===== src/rtl/optical_tx_scheduler.sv =====
// ---------------------------------------------------------------------------
// optical_tx_scheduler
//
// Shares the optical serializer between the host byte stream and an internal
// keep-alive generator. Host bytes are buffered in a small FIFO; each issued
// byte produces a one-cycle tx_wr strobe. The scheduler then waits for the
// serializer's busy window to open and close. Finally it holds off for a
// guard gap so the far-end receiver can resynchronise.
//
// Ports:
//   clk          system clock, rising edge
//   rst          synchronous active-high reset
//   host_valid   host byte offered this cycle
//   host_data    host byte
//   host_ready   FIFO can accept a byte (registered from occupancy)
//   tx_wr        one-cycle write strobe to the serializer
//   tx_data      byte presented to the serializer, held until next issue
//   tx_busy      serializer is shifting a byte
//   fifo_count   current FIFO occupancy
//   overflow     sticky: byte offered while host_ready was low (byte dropped)
//   timeout_err  sticky: tx_busy never rose within BUSY_TIMEOUT cycles
//   sched_busy   scheduler is anywhere other than IDLE
// ---------------------------------------------------------------------------
module optical_tx_scheduler #(
  parameter int         FIFO_DEPTH   = 4,
  parameter int         IDLE_CYCLES  = 1000000,
  parameter logic [7:0] IDLE_BYTE    = 8'hAA,
  parameter int         GUARD_CYCLES = 16,
  parameter int         BUSY_TIMEOUT = 8
) (
  input  logic                          clk,
  input  logic                          rst,
  input  logic                          host_valid,
  input  logic [7:0]                    host_data,
  output logic                          host_ready,
  output logic                          tx_wr,
  output logic [7:0]                    tx_data,
  input  logic                          tx_busy,
  output logic [$clog2(FIFO_DEPTH):0]   fifo_count,
  output logic                          overflow,
  output logic                          timeout_err,
  output logic                          sched_busy
);

  localparam int PW  = $clog2(FIFO_DEPTH);
  localparam int CW  = PW + 1;
  localparam int ICW = $clog2(IDLE_CYCLES + 1);
  localparam int TW  = $clog2(BUSY_TIMEOUT + 1);
  localparam int GW  = $clog2(GUARD_CYCLES + 1);

  typedef enum logic [2:0] {
    S_IDLE      = 3'd0,
    S_ISSUE     = 3'd1,
    S_WAIT_BUSY = 3'd2,
    S_WAIT_DONE = 3'd3,
    S_GUARD     = 3'd4
  } state_t;

  state_t state;

  // -------------------------------------------------------------------------
  // Host FIFO
  // -------------------------------------------------------------------------
  logic [7:0]    mem [FIFO_DEPTH];
  logic [PW-1:0] wr_ptr;
  logic [PW-1:0] rd_ptr;
  logic [CW-1:0] count_nxt;
  logic          push;
  logic          pop;

  assign push = host_valid & host_ready;
  // Host bytes always win over keep-alive, so any queued byte is taken the
  // moment the scheduler is idle.
  assign pop  = (state == S_IDLE) && (fifo_count != '0);

  always_comb begin
    count_nxt = fifo_count;
    case ({push, pop})
      2'b10:   count_nxt = fifo_count + CW'(1);
      2'b01:   count_nxt = fifo_count - CW'(1);
      default: count_nxt = fifo_count;
    endcase
  end

  // Storage carries no reset: stale entries are unreachable once the
  // pointers are cleared.
  always_ff @(posedge clk) begin
    if (push) mem[wr_ptr] <= host_data;
  end

  always_ff @(posedge clk) begin
    if (rst) begin
      wr_ptr     <= '0;
      rd_ptr     <= '0;
      fifo_count <= '0;
      host_ready <= 1'b1;
      overflow   <= 1'b0;
    end else begin
      if (push) wr_ptr <= wr_ptr + PW'(1);   // power-of-2 depth: natural wrap
      if (pop)  rd_ptr <= rd_ptr + PW'(1);
      fifo_count <= count_nxt;
      // Registered ready: a full FIFO keeps rejecting for one cycle even if
      // a pop frees a slot in the same cycle.
      host_ready <= (count_nxt < CW'(FIFO_DEPTH));
      if (host_valid && !host_ready) overflow <= 1'b1;
    end
  end

  // -------------------------------------------------------------------------
  // Issue sequencer
  // -------------------------------------------------------------------------
  logic [ICW-1:0] idle_cnt;
  logic [TW-1:0]  wait_cnt;
  logic [GW-1:0]  guard_cnt;

  always_ff @(posedge clk) begin
    if (rst) begin
      state       <= S_IDLE;
      tx_wr       <= 1'b0;
      tx_data     <= 8'h00;
      idle_cnt    <= '0;
      wait_cnt    <= '0;
      guard_cnt   <= '0;
      timeout_err <= 1'b0;
      sched_busy  <= 1'b0;
    end else begin
      tx_wr <= 1'b0;
      case (state)
        S_IDLE: begin
          if (pop) begin
            tx_data    <= mem[rd_ptr];
            idle_cnt   <= '0;
            state      <= S_ISSUE;
            sched_busy <= 1'b1;
          end else if (idle_cnt == ICW'(IDLE_CYCLES - 1)) begin
            tx_data    <= IDLE_BYTE;
            idle_cnt   <= '0;
            state      <= S_ISSUE;
            sched_busy <= 1'b1;
          end else begin
            idle_cnt <= idle_cnt + ICW'(1);
          end
        end

        // Strobe is registered, so it is seen during the first WAIT_BUSY
        // cycle; the busy-rise window is counted from that same cycle.
        S_ISSUE: begin
          tx_wr    <= 1'b1;
          wait_cnt <= '0;
          state    <= S_WAIT_BUSY;
        end

        S_WAIT_BUSY: begin
          if (tx_busy) begin
            state <= S_WAIT_DONE;
          end else if (wait_cnt == TW'(BUSY_TIMEOUT - 1)) begin
            timeout_err <= 1'b1;
            guard_cnt   <= '0;
            state       <= S_GUARD;
          end else begin
            wait_cnt <= wait_cnt + TW'(1);
          end
        end

        // A byte takes ~10 baud periods; a stuck-high busy is not policed.
        S_WAIT_DONE: begin
          if (!tx_busy) begin
            guard_cnt <= '0;
            state     <= S_GUARD;
          end
        end

        S_GUARD: begin
          if (guard_cnt == GW'(GUARD_CYCLES - 1)) begin
            state      <= S_IDLE;
            sched_busy <= 1'b0;
          end else begin
            guard_cnt <= guard_cnt + GW'(1);
          end
        end

        default: begin
          state      <= S_IDLE;
          sched_busy <= 1'b0;
        end
      endcase
    end
  end

endmodule

===== config.mk =====
export PLATFORM = sky130hd
export DESIGN_NAME = optical_tx_scheduler
export DESIGN_NICKNAME = d
export VERILOG_FILES = /design/src/rtl/optical_tx_scheduler.sv
export SDC_FILE = /design/constraint.sdc
export NUM_CORES = 1
export LEC_CHECK = 0
export BUFFER_PORTS_ARGS = -buffer_cell sky130_fd_sc_hd__buf_2
export CAP_MARGIN = 20
export CORE_MARGIN = 3
export CORE_UTILIZATION = 46
export CTS_CLUSTER_SIZE = 10
export DETAILED_ROUTE_END_ITERATION = 6
export PLACE_DENSITY_LB_ADDON = 0.2
export SYNTH_ARGS = -nofsm -noshare
export SYNTH_HDL_FRONTEND = slang
export SYNTH_SLANG_ARGS = --single-unit

===== constraint.sdc =====
create_clock -name clk -period 2.45 [get_ports clk]
set_clock_uncertainty 0.1 [all_clocks]
set_input_delay 0.6125 -clock clk [delete_from_list [all_inputs] [get_ports clk]]
set_output_delay 0.6125 -clock clk [all_outputs]
set_load 0.01 [all_outputs]

==> results.tsv, run 1 <==
stage	metric	value	unit
synth	syn_area	3750	µm²
pwr	power.share.clock	0.238	
routing	ant_nets	0	
synth	syn-num-nets	368	
sta	tightest_slew	881	ps
synth	synth_flop_cell	dfxtp_1	
worst_setup_path	worst_path_max_delay_cell	or3_4	
cells_and_area	area_growth	12.4	%
pwr	p_sw	0.00149	W
synth	synth_edf_count	32	
place	io_buffers	27	
pwr	swShare	0.361	
pwr	p_leak	1.59	nW
sta	finalSetupViolCount	0	
worst_setup_path	r2r_slack	160	ps
grt	antenna_found_initial	0	
floorplan	die_y	96.3	µm
grt	grt_pass1_wl	12000	µm
cts	path_clk_slew	100	ps
cells_and_area	layout-drive-gt1-share	0.195	
routing	drt-initial-drc-count	178	
sta	final-hold-violation-count	0	
routing	drcViolationCount	0	
routing	avgViaCountPerCell	5.42	
floorplan	core	7810	µm²
floorplan	rows	32	
synth	synthArstFlopShare	0	
floorplan	io_pins	28	
cells_and_area	final_core_util	0.539	
floorplan	initial_core_util	0.480	
pwr	power.share.combinational	0.312	
cts	max-clock-path-buffers	2	
worst_setup_path	arrival	2450	ps
floorplan	die_area	9270	µm²
status	outcome	complete, no violations	
synth	synth_cell_type_count	51	
place	place_hpwl	4900	µm
synth	avgSynthCellArea	10.8	µm²
sta	timing.slew.headroom	0.413	
sta	finalCritPeriodShare	0.933	
worst_setup_path	worstSetupEndpoint	host_ready	
cts	cts_buffers	9	
synth	ys_ff_latch	86	
worst_setup_path	crit_fanout	5	
worst_setup_path	end_kind	register	
worst_setup_path	start_kind	register	
hold_path	hold_depth	1	
sta	fmax	438	MHz
worst_setup_path	max_stage_delay	420	ps
routing	vias	2641	
cts	htreeDepth	3	
synth	ys_warn_count	0	
cts	clk_latency	360	ps
cts	cts_hold_buf	0	
synth	netlist_instances	346	
worst_setup_path	criticalPathCategory	register to register	
cells_and_area	diodes	0	
worst_setup_path	required	2620	ps
job	max_cap_violations	0	
cts	root_buffer	clkbuf_8	
cells_and_area	nets	402	
cts	clock-sinks	86	
sta	finalSetupTns	0	ps
synth	ys_seq_area_frac	0.545	
grt	grt_overflow	0	
pwr	total_power	0.00414	W
floorplan	die_w	96.3	µm
sta	period_needed	2290	ps
routing	dr.pass1.iters	6	
sta	finalMaxSlewViolations	0	
pwr	p_per_area	982	nW/µm²
worst_setup_path	timing.rr.end	host_ready	
worst_setup_path	crit_chain	or3_4, nand2_1, clkinv_1, ha_1, fa_1, xnor2_1, nor2_1, xnor2_1, nor2_1, inv_1	
hold_path	hold_path.class	primary input to register	
routing	routed_wl	7230	µm
place	place.gp.congestion	0.819	
pwr	seqPwrFrac	0.449	
worst_setup_path	reg2reg_depth	10	
grt	track_usage	0.171	
grt	grt_max_degree	45	
grt	grt_pass1_vias	2482	
pwr	vdd_ir_drop_max	0.528	mV
cts	cts_tree	yes	
sta	rsz0062_at_grt	no	
pwr	intPower	0.00264	W
sta	whs	354	ps
routing	wl_per_cell	14.8	µm
synthesized netlist by cell type, types with 8 or more instances:
cell      count  area [µm²]
ha_1          9         113
inv_1         9        33.8
mux4_2        8         180
edfxtp_1     32         961
nand3_1      12        60.1
nor3_1       13        65.1
a31oi_1       8        50.1
a21oi_1      29         145
nor2_1       37         139
o21ai_0      12        60.1
nand2_1      32         120
and3_1        9        56.3
dfxtp_1      54        1080
power by group through the flow:
stage / Combinational, W / Sequential (W) / Clock (W)
floorplan: 0.000942 / 0.00184 / 0
global placement: 0.00128 / 0.00189 / 0
detailed placement: 0.00130 / 0.00189 / 0
CTS: 0.00131 / 0.00186 / 0.00101
global route: 0.00145 / 0.00189 / 0.00108
finish: 0.00129 / 0.00186 / 0.000986
how the worst min path moves through the flow:
stage	to	slack, ps	start
floorplan	guard_cnt[3]	350	guard_cnt[3]
global placement	overflow	340	overflow
detailed placement	overflow	360	overflow
CTS	mem[3][4]	340	host_data[4]
global route	mem[2][0]	330	host_data[0]
finish	mem[2][4]	350	host_data[4]
registers in the layout, indices dropped and copies added (netlist names), 2 cells and up, named ones only:
signal / cells
wait_cnt: 4
state: 3
tx_data: 8
rd_ptr: 2
mem: 32
guard_cnt: 5
fifo_count: 2
wr_ptr: 2
idle_cnt: 20
per-stage QoR:
stage | instances | cell area [µm²] | setup slack (ps)
2_1_floorplan | 346 | 3750 | 20.3
4_1_cts | 487 | 4210 | 140
3_3_place_gp | 471 | 4020 | 213
6_report | 487 | 4210 | 164
3_5_place_dp | 471 | 4020 | 163
5_1_grt | 487 | 4210 | 21.7
cell families after synthesis:
family          Yosys count  share of synthesized area
buf+inv                  25                     0.0307
fa+ha+maj                10                     0.0354
compound gates           65                      0.107
mux                      10                     0.0534
xor+xnor                  9                     0.0210
simple gates            141                      0.207
flops                    86                      0.545
cell usage in the layout (no fill, tap or decap), types with 6 or more instances in the layout:
| cell type | Yosys | final |
|---|---|---|
| mux4_2 | 8 | 8 |
| xnor2_1 | 6 | 6 |
| clkbuf_8 | 0 | 9 |
| buf_2 | 5 | 27 |
| nand2_1 | 32 | 32 |
| a31oi_1 | 8 | 8 |
| and3_1 | 9 | 9 |
| edfxtp_1 | 32 | 32 |
| nor2_1 | 37 | 36 |
| dfxtp_1 | 54 | 54 |
| ha_1 | 9 | 9 |
| nand3_1 | 12 | 12 |
| nor3_1 | 13 | 13 |
| inv_1 | 9 | 9 |
| buf_4 | 0 | 11 |
| o21ai_0 | 12 | 12 |
| a21oi_1 | 29 | 29 |
worst max-delay path: cells and delay by family (launching register included):
family | cells | cell delay (ps)
flops | 1 | 350
simple gates | 4 | 700
xor+xnor | 2 | 280
buf+inv | 2 | 140
fa+ha+maj | 2 | 620
final cells by class:
cell class	count	area [µm²]
clock buffer	9	124
timing repair buffer	38	218
fill	727	3600
tap	102	128
inverter	10	37.5
multi-input combinational	235	1590
clock inverter	7	68.8
sequential	86	2040
timing repair:
action | 4_1_cts | 5_1_grt
endpoints found under the setup margin | 0 | 2
gates resized for setup | 0 | 1
setup buffers | 0 | 0
routing by layer:
| layer | track usage | wire length [µm] | up-vias |
|---|---|---|---|
| met5 | 0 | 0 | - |
| met3 | 0.0602 | 248 | 8 |
| li1 | - | - | 1338 |
| met1 | 0.208 | 3320 | 1263 |
| met4 | 0.0498 | 80 | 0 |
| met2 | 0.285 | 3580 | 32 |
(Power assumes the default switching activity.)
==> run 2: changes to the inputs <==
Settings changed: CTS_BUF_LIST set to sky130_fd_sc_hd__clkbuf_4 sky130_fd_sc_hd__clkbuf_8, RECOVER_POWER set to 25.
==> run 2 against run 1 <==
Against the previous run: die area unchanged; final cell count unchanged; clock power barely moved; sequential power about the same; worst hold slack improved by 16 ps; global-route usage stayed put; maximum frequency down 0.41%; combinational power about the same; critical path depth unchanged; wire length up 0.36%; register-to-register slack hardly changed; setup slack got worse by 9.4 ps; largest power group unchanged; highest routed layer unchanged.
==> results.tsv, run 2 (synthesized netlist as in run 1, its figures left out) <==
stage	metric	value	unit	change
status	outcome	complete, no violations		unchanged
floorplan	rows	32		unchanged
floorplan	core	7810	µm²	unchanged
pwr	p_leak	1.57	nW	was 1.59 nW
floorplan	die_w	96.3	µm	unchanged
cells_and_area	area_growth	12.0	%	was 12.4%
hold_path	hold_depth	2		was 1
cells_and_area	fill_cells	733		was 727
cts	path_clk_slew	90	ps	was 100 ps
sta	finalMaxSlewViolations	0		unchanged
worst_setup_path	criticalPathCategory	register to register		unchanged
pwr	power.share.clock	0.238		about the same
grt	grt_max_degree	45		unchanged
routing	drt-initial-drc-count	182		was 178
routing	wl_per_cell	14.9	µm	was 14.8 µm
cells_and_area	regMostFlops	mem		unchanged
place	place_inst	471		unchanged
place	dp_slack	163	ps	unchanged
cts	htreeDepth	3		unchanged
cells_and_area	diodes	0		unchanged
grt	grt_pass1_wl	12000	µm	unchanged
pwr	vdd_ir_drop_max	0.526	mV	was 0.528 mV
routing	avgViaCountPerCell	5.44		was 5.42
sta	setup_ws	155	ps	was 164 ps
cells_and_area	largest_reg_flops	32		unchanged
pwr	seqPwrFrac	0.450		was 0.449
worst_setup_path	arrival	2450	ps	about the same
worst_setup_path	reg2reg_depth	10		unchanged
cts	root_buffer	clkbuf_8		unchanged
sta	finalCritPeriodShare	0.937		was 0.933
sta	tightest_slew	910	ps	was 881 ps
cells_and_area	layout_commonest_cell	dfxtp_1		unchanged
floorplan	die_area	9270	µm²	unchanged
place	place_hpwl	4900	µm	unchanged
cts	clk_latency	360	ps	about the same
cells_and_area	reg_top3	mem x32, idle_cnt x20, tx_data x8		unchanged
pwr	p_sw	0.00149	W	about the same
sta	fmax	436	MHz	was 438 MHz
hold_path	hp-start	overflow		was host_data[4]
routing	drcViolationCount	0		unchanged
worst_setup_path	start_kind	register		unchanged
cts	cts_buffers	9		unchanged
floorplan	die_y	96.3	µm	unchanged
place	place_area	4020	µm²	unchanged
cts	max-clock-path-buffers	2		unchanged
routing	vias	2647		was 2641
sta	final-hold-violation-count	0		unchanged
grt	track_usage	0.171		unchanged
sta	timing.slew.headroom	0.393		was 0.413
routing	routed_wl	7250	µm	was 7230 µm
pwr	p_per_area	984	nW/µm²	was 982 nW/µm²
cts	clock-sinks	86		unchanged
cts	cts_hold_buf	0		unchanged
cells_and_area	layout-drive-gt1-share	0.174		was 0.195
worst_setup_path	end_kind	register		unchanged
hold_path	hold_path.class	register to register		was primary input to register
cells_and_area	finalNonFillerCells	487		unchanged
pwr	total_power	0.00413	W	was 0.00414 W
place	place.gp.congestion	0.819		unchanged
grt	grt_overflow	0		unchanged
cells_and_area	fin_area	4200	µm²	was 4210 µm²
cells_and_area	nets	402		unchanged
grt	grt_pass1_vias	2482		unchanged
cells_and_area	seq_area	2040	µm²	unchanged
place	io_buffers	27		unchanged
sta	period_needed	2290	ps	about the same
grt	antenna_found_initial	0		unchanged
sta	finalSetupTns	0	ps	unchanged
cells_and_area	final_cell_mix	54 x dfxtp_1, 36 x nor2_1, 32 x nand2_1, 32 x edfxtp_1, 29 x a21oi_1		unchanged
floorplan	initial_core_util	0.480		unchanged
job	max_cap_violations	0		unchanged
worst_setup_path	required	2610	ps	was 2620 ps
worst_setup_path	crit_fanout	5		unchanged
cts	cts_tree	yes		unchanged
routing	ant_nets	0		unchanged
pwr	swShare	0.361		about the same
floorplan	io_pins	28		unchanged
routing	dr.pass1.iters	5		was 6
pwr	intPower	0.00264	W	about the same
sta	rsz0062_at_grt	no		unchanged
pwr	power.share.combinational	0.312		about the same
sta	finalSetupViolCount	0		unchanged
cells_and_area	multi_input_area	1590	µm²	unchanged
## run 2: timing repair
action	in CTS	in global routing
setup endpoints to repair	0	2
resized for setup	0	1
buffers inserted	0	0
## run 2: layer usage
layer	up-vias	share of wire	track usage
met5	-	0	0
met4	0	0.0070	0.0498
met3	4	0.037	0.0602
met2	38	0.50	0.285
met1	1265	0.46	0.208
li1	1340	-	-
## run 2: critical path, cell delays in order, from the launching register on
cell and delay (ps):
dfxtp_1 350, or3_4 420, nand2_1 110, clkinv_1 90, ha_1 230, fa_1 390, xnor2_1 160, nor2_1 60
xnor2_1 120, nor2_1 110, inv_1 50
## run 2: layout make-up
cell class	instances	share of cell area
tap	102	0.0304
multi-input combinational	235	0.379
inverter	10	0.00894
clock inverter	7	0.0164
clock buffer	9	0.0295
timing repair buffer	38	0.0489
sequential	86	0.486
## run 2: worst paths after layout
kind | to | slack (ps)
max | host_ready | 160
min | overflow | 370
max reg2reg | host_ready | 160
min reg2reg | overflow | 370
## run 2: power by group through the flow
stage | registers (W) | logic (W) | clock network [W]
after global placement | 0.00189 | 0.00128 | 0
after global routing | 0.00189 | 0.00145 | 0.00108
after detailed placement | 0.00189 | 0.00130 | 0
after floorplan | 0.00184 | 0.000942 | 0
final | 0.00186 | 0.00129 | 0.000983
after CTS | 0.00186 | 0.00131 | 0.00101
## run 2: through the flow
| step | hold slack, ps | utilization |
|---|---|---|
| finish | 370 | 0.538 |
| global route | 396 | 0.538 |
| CTS | 335 | 0.539 |
| detailed placement | 357 | 0.514 |
| global placement | 344 | 0.514 |
| floorplan | 354 | - |
